$ cat config.mk
export PLATFORM = sky130hd
export DESIGN_NAME = button_debouncer
export DESIGN_NICKNAME = d
export VERILOG_FILES = /design/src/rtl/button_debouncer.sv
export SDC_FILE = /design/constraint.sdc
export NUM_CORES = 1
export LEC_CHECK = 0
export ABC_AREA = 0
export CORE_UTILIZATION = 55
export DETAILED_ROUTE_END_ITERATION = 10
export GPL_TIMING_DRIVEN = 0
export PLACE_DENSITY = 0.79
export SETUP_SLACK_MARGIN = 0.15
export SYNTH_ARGS = -nofsm -noshare
export SYNTH_HDL_FRONTEND = slang
export SYNTH_SLANG_ARGS = --single-unit
$ cat constraint.sdc
create_clock -name wb_clk_i -period 4.95 [get_ports wb_clk_i]
set_input_delay 0.495 -clock wb_clk_i [delete_from_list [all_inputs] [get_ports wb_clk_i]]
set_output_delay 0.495 -clock wb_clk_i [all_outputs]
set_load 0.02 [all_outputs]
$ cat src/rtl/button_debouncer.sv
// button_debouncer
// Push-button front end. Each raw pad input passes through a 2-flop
// synchroniser into a two-state FSM with a stability counter. A new level
// is accepted only after it has been seen on the synchronised input for
// DEBOUNCE_CYCLES+1 consecutive clocks. Raw-to-output latency is
// DEBOUNCE_CYCLES+2 clocks.
//
// Optional feature macro: BUTTON_EVENTS_EN
//   defined   -> press_pulse / release_pulse carry registered 1-cycle strobes
//                that coincide with the cycle buttons[i] first shows a new level
//   undefined -> both pulse buses are tied to 0 and no pulse flops exist
//
// state    | meaning
// ---------+-------------------------------------------------------------
// STABLE   | synchronised input matches buttons[i]; counter idle
// SETTLING | input differs from buttons[i]; counting consecutive mismatches
module button_debouncer #(
   parameter int NUM_BUTTONS     = 3,
   parameter int DEBOUNCE_CYCLES = 50000,
   parameter int CNT_W           = 16
) (
   input  logic                   wb_clk_i,
   input  logic                   wb_rst_i,
   input  logic [NUM_BUTTONS-1:0] buttons_raw,
   output logic [NUM_BUTTONS-1:0] buttons,
   output logic [NUM_BUTTONS-1:0] press_pulse,
   output logic [NUM_BUTTONS-1:0] release_pulse
);

   localparam logic [CNT_W-1:0] CNT_LAST = CNT_W'(DEBOUNCE_CYCLES - 1);

   typedef enum logic {
      ST_STABLE   = 1'b0,
      ST_SETTLING = 1'b1
   } state_t;

   logic [NUM_BUTTONS-1:0] sync1;
   logic [NUM_BUTTONS-1:0] sync2;

   // Two-flop synchroniser for every pad input
   always_ff @(posedge wb_clk_i) begin
      if (wb_rst_i) begin
         sync1 <= '0;
         sync2 <= '0;
      end else begin
         sync1 <= buttons_raw;
         sync2 <= sync1;
      end
   end

   for (genvar i = 0; i < NUM_BUTTONS; i++) begin : g_ch
      state_t           state;
      state_t           state_nxt;
      logic [CNT_W-1:0] cnt;
      logic [CNT_W-1:0] cnt_nxt;
      logic             btn_q;
      logic             differ;
      logic             commit;

      assign differ     = sync2[i] ^ btn_q;
      assign buttons[i] = btn_q;

      // State register, stability counter and accepted level
      always_ff @(posedge wb_clk_i) begin
         if (wb_rst_i) begin
            state <= ST_STABLE;
            cnt   <= '0;
            btn_q <= 1'b0;
         end else begin
            state <= state_nxt;
            cnt   <= cnt_nxt;
            if (commit) begin
               btn_q <= sync2[i];
            end
         end
      end

      // Next-state decode
      always_comb begin
         state_nxt = state;
         case (state)
            ST_STABLE: begin
               if (differ) begin
                  state_nxt = ST_SETTLING;
               end
            end
            ST_SETTLING: begin
               if (!differ || (cnt == CNT_LAST)) begin
                  state_nxt = ST_STABLE;
               end
            end
            default: state_nxt = ST_STABLE;
         endcase
      end

      // Counter update and commit strobe; the counter stops at CNT_LAST
      always_comb begin
         cnt_nxt = cnt;
         commit  = 1'b0;
         case (state)
            ST_STABLE: begin
               if (differ) begin
                  cnt_nxt = '0;
               end
            end
            ST_SETTLING: begin
               if (differ) begin
                  if (cnt == CNT_LAST) begin
                     commit  = 1'b1;
                     cnt_nxt = '0;
                  end else begin
                     cnt_nxt = cnt + 1'b1;
                  end
               end
            end
            default: begin
               cnt_nxt = '0;
            end
         endcase
      end

`ifdef BUTTON_EVENTS_EN
      logic press_q;
      logic release_q;

      // Edge strobes registered alongside the committed level
      always_ff @(posedge wb_clk_i) begin
         if (wb_rst_i) begin
            press_q   <= 1'b0;
            release_q <= 1'b0;
         end else begin
            press_q   <= commit &  sync2[i];
            release_q <= commit & ~sync2[i];
         end
      end

      assign press_pulse[i]   = press_q;
      assign release_pulse[i] = release_q;
`else
      assign press_pulse[i]   = 1'b0;
      assign release_pulse[i] = 1'b0;
`endif
   end

endmodule

# --- Word-level counts from Yosys, hierarchy flattened ---
# Index checks and enable logic that the tools add are counted.
word_totals:
  wordCells: 68
  ff_bits: 60
  inputBits: 5
classes:
  bitwise_logic: 6
  add_sub_neg: 3
  n_reduce_logical: 9
  mux: 30
  n_eq_ne: 9
op_table:
  columns: ["op", "count"]
  rows:
  - ["$mux 16", 9]
  - ["$pmux 16 s2", 3]
  - ["$add 16x1->16 const B", 3]
  - ["$eq 16x16->1 const B", 3]
  - ["$mux 1", 15]
  - ["$ne 2x1->1 const B", 3]
  - ["$ne 2x2->1 const B", 3]
  - ["$pmux 1 s2", 3]
  - ["$reduce_and 2->1", 3]
  - ["$logic_not 1->1", 3]
  - ["$logic_or 1x1->1", 3]
  - ["$not 1->1", 3]
  - ["$xor 1x1->1", 3]

# --- Logic depth before layout (Yosys ltp) ---
# Gate-level depths: netlist of the first run.
logic_depth:
  ltp_word: 5
  depth_mapped: 7
  ltp_nobuf: 6

# --- Worst setup path before layout of the first run ---
# OpenSTA, ideal clock, no wires.
synth_path:
  path_type: "register -> register"
  start: "register g_ch[2].cnt[4]"
  end: "register g_ch[2].cnt[10]"
  t_arrival_ps: 1716
  path_slack_ps: 3117
  path_buffers: 1
  synth_period_minus_slack_ps: 1833
  stages_incl_launch_ff: 6
  cell_sequence: "dfxtp_1 -> or4b_1 -> o41ai_4 -> a21o_1 -> buf_2 -> nor2_1"
synth_between:
  elab_chain_cells: 4
synth_rtl:
  columns: ["element", "line", "text"]
  rows:
  - ["start, declared", "54", "logic [CNT_W-1:0] cnt;"]
  - ["start signal, assigned", "71", "cnt <= cnt_nxt;"]
  - ["$add 16x1->16 / $eq 16x16->1 (equally long branches)", "112, 108", null]
  - ["$mux 16 *", "108", "if (cnt == CNT_LAST) begin"]
  - ["$mux 16 *", "107", "if (differ) begin"]
  - ["$pmux 16 s2 *", "100", "case (state)"]
# Mark *: on every way between the ends. The rest lies on a longest branch, timed or not. The select of a mux whose other input is x is not followed.
# A chain may end at the register's enable or synchronous reset.

# --- Final worst setup path of the first run ---
layout_path:
  start: "register g_ch[2].cnt[4]"
  end: "register g_ch[2].cnt[8]"
# The elaborated chain is that of the path after synthesis.

==> results of run 1 <==
## critical path, cell delays in order (launching register included)
cell,delay (ns)
dfxtp_1,0.36
or4b_1,0.60
o41ai_4,0.54
a21o_1,0.18
buf_2,0.22
nor2_1,0.08
## logic make-up after synthesis
family / Yosys count / share of synthesized area (%)
buf+inv: 27 / 4.872
mux: 6 / 2.051
flops: 60 / 41.03
simple gates: 164 / 30.64
compound gates: 51 / 11.62
fa+ha+maj: 3 / 1.282
other cells: 1 / 0.1281
xor+xnor: 28 / 8.376
## flip-flops by register name (all words and copies together), names as in the netlist
signal and count:
g_ch.btn_q 3, g_ch.state 3, sync2 3, g_ch.cnt 48
sync1 3
## worst max-delay path by stage
stage                            endpoint  cells after the start
after floorplan           g_ch[2].cnt[10]                      5
after global placement    g_ch[1].cnt[13]                      6
after detailed placement  g_ch[1].cnt[15]                      6
after CTS                  g_ch[2].cnt[8]                      5
after global routing      g_ch[0].cnt[15]                      7
final                      g_ch[2].cnt[8]                      5
## cell usage after synthesis, types with 6 or more instances
cell,count,area [um2]
dfxtp_1,60,1201
nor2_1,40,150.1
nand2_1,31,116.4
a21oi_1,24,120.1
nand3_1,20,100.1
xor2_1,16,140.1
xnor2_1,12,105.1
nor3_1,11,55.05
buf_4,10,75.07
or3_1,10,62.56
nor2b_1,9,56.30
nand4_1,8,50.05
clkbuf_1,7,26.28
inv_1,7,26.28
nor4_1,7,43.79
mux2i_1,6,60.06
o21ai_1,6,30.03
## routing by layer
layer | GRT usage (%) | part of all wire, % | up-vias
met1 | 28.25 | 48 | 1139
met4 | 6.918 | 0.48 | 0
met5 | 0 | 0 | -
li1 | - | - | 1247
met2 | 34.13 | 47 | 41
met3 | 8.835 | 4.4 | 2
## report_power, final
part | switching [W] | internal [W] | total, W
Sequential | 0.00000224 | 0.000486 | 0.000488
Combinational | 0.0000226 | 0.0000140 | 0.0000366
Clock | 0.000189 | 0.000361 | 0.000550
## cell type report
type                            count  area, um2
Timing Repair Buffer                7      70.07
Buffer                             20      116.4
Inverter                            7      26.28
Sequential cell                    60       1201
Tap cell                           70      87.58
Clock buffer                       12      155.1
Fill cell                         433       1753
Clock inverter                      4      95.09
Multi-Input combinational cell    258       1603
## through the flow
| step | util (%) | std cells |
|---|---|---|
| after CTS | 65.68 | 438 |
| after floorplan | - | 345 |
| after detailed placement | 60.78 | 422 |
| after global routing | 65.68 | 438 |
| final | 65.68 | 438 |
| after global placement | 60.78 | 422 |
==> summary.md, run 1 <==
| Metric | Value |
|---|---|
| Status | `completed` |
| Worst-case hold path end point | `sync2[1]` |
| Pre-antenna DRT Iters | `4` |
| Inserted Diodes | `0` |
| Die H | `74.96 um` |
| Max Slew Vio Count | `0` |
| CTS clk-pin slew, worst paths | `0.07 ns` |
| CP endpoint kind | `flop` |
| Reg-to-reg startpoint | `g_ch[2].cnt[4]` |
| Clock Tree Buf Depth | `2` |
| Startpoint type of the worst setup path | `flop` |
| Die Width | `74.96 um` |
| Max-slew headroom | `47.12%` |
| RSZ-0062 raised after global routing | `no` |
| I/O Buffers | `7` |
| Worst EP required | `5.18 ns` |
| Largest net degree at the start of global routing | `11` |
| Worst Setup SP | `g_ch[2].cnt[4]` |
| EDFF count, synth | `0` |
| # Post-CTS Setup Buffers | `0` |
| P per Cell Area | `320.4 nW/um2` |
| Clk_lat worst skew | `0.34 ns` |
| Cell variety after synth | `50` |
| Critical path start-end classification | `flop to flop` |
| Post-Syn Instances | `340` |
| Register area share after synthesis | `41.03%` |
| CTS Buf Count | `9` |
| Reg2reg setup slack | `2.86 ns` |
| H-tree depth | `3` |
| Share of cells above drive strength 1 | `9.511%` |
| DP Worst Slack | `2.577 ns` |
| Post-route minimum period | `2.088 ns` |
| Synth Cell Area | `2928 um2` |
| Placer Congestion | `0.9140` |
| Total leakage power | `1.146 nW` |
| CP max FO | `10` |
| Area grow syn2layout | `14.57%` |
| R2R depth | `5` |
| Clock root buffer | `clkbuf_8` |
| # nets final | `371` |
| Number of antenna violations at the first check in global routing | `0` |
| WL/cell | `12.85 um` |
| Least-Margin Pin Slew | `0.7915 ns` |
| Total grt overflow | `0` |
| CTS tree | `yes` |
| DRT iter0 DRCs | `106` |
| Worst hold start | `sync1[1]` |
| Vias in the first global route | `2095` |
| Fmax | `479.0 MHz` |
| Count of final setup violators | `0` |
| Hold WC Path Type | `flop to flop` |
| Cell Area, Placed | `3104 um2` |
| Final setup margin | `2.862 ns` |
| Primary FF master, synth | `dfxtp_1` |
| Final worst path period share | `42.17%` |
| Hold_ws | `0.4483 ns` |
| Flops & latches, synth | `60` |
| CTS Hold Bufs | `0` |
| Critical Path AT | `2.31 ns` |
| Routed WL | `5.629 mm` |
| HPWL after DPL | `3.946 mm` |
| Power, Total | `0.001075 W` |
| Sum Neg Setup Slack | `0 ns` |
| Max-cap viol count | `0` |
| CTS sink cnt | `60` |
| Post-route ant nets | `0` |
| Hold Crit Depth | `1` |
| Async SR Flop Fraction | `0%` |
| Full die area | `5619 um2` |
| First-pass GRT wire length | `9.225 mm` |
| Core area | `5107 um2` |
| # IOs | `14` |
| Via density | `5.546` |
| Starting Density | `57.32%` |
| Final hold violations | `0` |
| Post-CTS resize count | `0` |
| Via count | `2429` |
| Drt drc | `0` |
| Most frequent cells in the layout | `dfxtp_1, nor2_1, nand2_1` |
| Finished Cell Area | `3354 um2` |
| Most common cell after layout, fill and taps aside | `dfxtp_1` |
| Clock skew | `0.008395 ns` |
| Total Routing Usage GR | `22.06%` |
| YS warnings | `0` |
| Reg2reg end | `g_ch[2].cnt[8]` |
| VDD IR max | `0.2208 mV` |
| Syn Area/Cell | `8.611 um2` |
| # rows | `26` |
Note: power is estimated with default switching activity, not from simulation.
==> run 2: changes to the inputs <==
--- a/config.mk
+++ b/config.mk
@@ -6,10 +6,10 @@
 export NUM_CORES = 1
 export LEC_CHECK = 0
 export ABC_AREA = 0
-export CORE_UTILIZATION = 55
+export CORE_UTILIZATION = 54
 export DETAILED_ROUTE_END_ITERATION = 10
 export GPL_TIMING_DRIVEN = 0
-export PLACE_DENSITY = 0.79
+export PLACE_DENSITY = 0.8
 export SETUP_SLACK_MARGIN = 0.15
 export SYNTH_ARGS = -nofsm -noshare
 export SYNTH_HDL_FRONTEND = slang
==> constraint.sdc (replaced) <==
create_clock -name wb_clk_i -period 1.7 [get_ports wb_clk_i]
set_input_delay 0.17 -clock wb_clk_i [delete_from_list [all_inputs] [get_ports wb_clk_i]]
set_output_delay 0.17 -clock wb_clk_i [all_outputs]
set_load 0.02 [all_outputs]
==> run 2 against run 1 <==
The run now ends with setup timing left; via count rose by 17%; register-to-register slack lost 3.0 ns; wire length up 45%; cell count rose by 7.1%; sequential cell count did not move; critical path depth rose by 1; critical path type unchanged; largest power group is now registers.
==> summary.md, run 2 (synthesis gave the netlist of run 1 again) <==
| Metric | Value |
|---|---|
| Status | `finished with violations` |
| Failing checks | `setup timing` |
| Total Routing Usage GR | `24.48%` |
| Fmax | `546.1 MHz` |
| Count of final setup violators | `33` |
| Fillcell total | `308` |
| Placer Congestion | `0.8513` |
| # rows | `26` |
| I/O Buffers | `7` |
| CTS Buf Count | `9` |
| Top reg by flops | `g_ch.cnt` |
| Most common cell after layout, fill and taps aside | `dfxtp_1` |
| Number of antenna violations at the first check in global routing | `0` |
| Startpoint type of the worst setup path | `flop` |
| Clock Tree Buf Depth | `2` |
| Largest net degree at the start of global routing | `11` |
| Die H | `75.64 um` |
| Total leakage power | `1.379 nW` |
| Via density | `6.049` |
| Cell Area, Placed | `3168 um2` |
| Area grow syn2layout | `39.79%` |
| Clock root buffer | `clkbuf_8` |
| Max-slew headroom | `60.91%` |
| Least-Margin Pin Slew | `0.5810 ns` |
| Final hold violations | `0` |
| CP max FO | `10` |
| WL/cell | `17.35 um` |
| Post-route ant nets | `0` |
| Finished Core Util | `79.12%` |
| Max reg flops | `48` |
| Routed WL | `8.138 mm` |
| Hold_ws | `0.3895 ns` |
| Critical path start-end classification | `flop to flop` |
| First-pass GRT wire length | `10.34 mm` |
| Worst EP required | `1.93 ns` |
| DRT iter0 DRCs | `200` |
| # IOs | `14` |
| Max Slew Vio Count | `0` |
| Multi-input combinational cell area | `2013 um2` |
| Total grt overflow | `0` |
| P per Cell Area | `702.8 nW/um2` |
| CP endpoint kind | `flop` |
| Hold WC Path Type | `input port to flop` |
| H-tree depth | `3` |
| Final worst path period share | `107.7%` |
| CTS tree | `yes` |
| DP Worst Slack | `-0.3149 ns` |
| Via count | `2837` |
| Share of cells above drive strength 1 | `36.84%` |
| CTS clk-pin slew, worst paths | `0.06 ns` |
| Max-cap viol count | `0` |
| CTS sink cnt | `60` |
| Register area | `1256 um2` |
| Clk_lat worst skew | `0.34 ns` |
| HPWL after DPL | `4.073 mm` |
| Critical Path AT | `2.06 ns` |
| Post-route minimum period | `1.831 ns` |
| Inserted Diodes | `0` |
| Most frequent cells in the layout | `dfxtp_1, buf_4, nor2_1` |
| CTS Hold Bufs | `0` |
| Starting Density | `56.60%` |
| RSZ-0062 raised after global routing | `yes` |
| Finished Cell Area | `4093 um2` |
| Core area | `5172 um2` |
| Vias in the first global route | `2358` |
| # nets final | `402` |
| Die Width | `75.64 um` |
| VDD IR max | `0.6968 mV` |
| Final setup margin | `-0.1312 ns` |
| Clock skew | `0.01149 ns` |
| Drt drc | `0` |
| Pre-antenna DRT Iters | `5` |
| Full die area | `5721 um2` |
run 2: final cells by class:
type / instances / share of cell area, %
Timing Repair Buffer: 38 / 8.224
Clock inverter: 4 / 1.162
Clock buffer: 12 / 3.791
Sequential cell: 60 / 30.69
Inverter: 7 / 0.6420
Multi-Input combinational cell: 258 / 49.19
Tap cell: 70 / 2.140
Buffer: 20 / 4.158
run 2: path summary, 6_finish.rpt:
path	from	end	slack [ns]	cells after the start
worst max-delay path	g_ch[2].cnt[4]	g_ch[2].cnt[10]	-0.13	6
worst min-delay path	buttons_raw[2]	sync1[2]	0.39	2
worst max register to register	g_ch[2].cnt[4]	g_ch[2].cnt[10]	-0.13	6
worst min register to register	sync1[1]	sync2[1]	0.45	1
run 2: metrics by stage:
step	setup TNS, ns	instances	total power (W)
3_3_place_gp	-7.903	422	0.001557
2_1_floorplan	-0.6911	345	0.001530
5_1_grt	-3.841	469	0.002966
3_5_place_dp	-10.91	422	0.001561
4_1_cts	-1.359	462	0.002858
6_report	-2.006	469	0.002876
run 2: power breakdown:
group	internal, W	switching (W)	total [W]	leakage, nW
sequential	0.00140	0.0000108	0.00141	0.499
combinational	0.0000665	0.0000877	0.000154	0.778
clock	0.000752	0.000562	0.00131	0.102
run 2: repair_timing:
action / CTS / global route
gates resized for setup: 47 / 75
pin swaps: 18 / 27
cloned: 2 / 1
endpoints found under the setup margin: 54 / 51
setup buffers: 22 / 6
run 2: metal layers:
| metal | GRT usage [%] | routed length (um) |
|---|---|---|
| met1 | 30.06 | 3210 |
| met3 | 7.143 | 608 |
| met2 | 39.19 | 3968 |
| met4 | 12.35 | 351 |
| met5 | 0 | 0 |
run 2: worst max-delay path, cell delays in order, from the launching register on:
cell and delay (ns):
dfxtp_4 0.34, or4b_4 0.55, o41ai_4 0.33, buf_4 0.20
a21o_1 0.13, buf_6 0.13, nor2_1 0.05
==> run 3: changes to the inputs <==
--- a/config.mk
+++ b/config.mk
@@ -11,6 +11,7 @@
 export GPL_TIMING_DRIVEN = 0
 export PLACE_DENSITY = 0.8
 export SETUP_SLACK_MARGIN = 0.15
+export SLEW_MARGIN = 20
 export SYNTH_ARGS = -nofsm -noshare
 export SYNTH_HDL_FRONTEND = slang
 export SYNTH_SLANG_ARGS = --single-unit
==> results of run 3 <==
Final layout, timing and power as in run 2 (identical DEF).
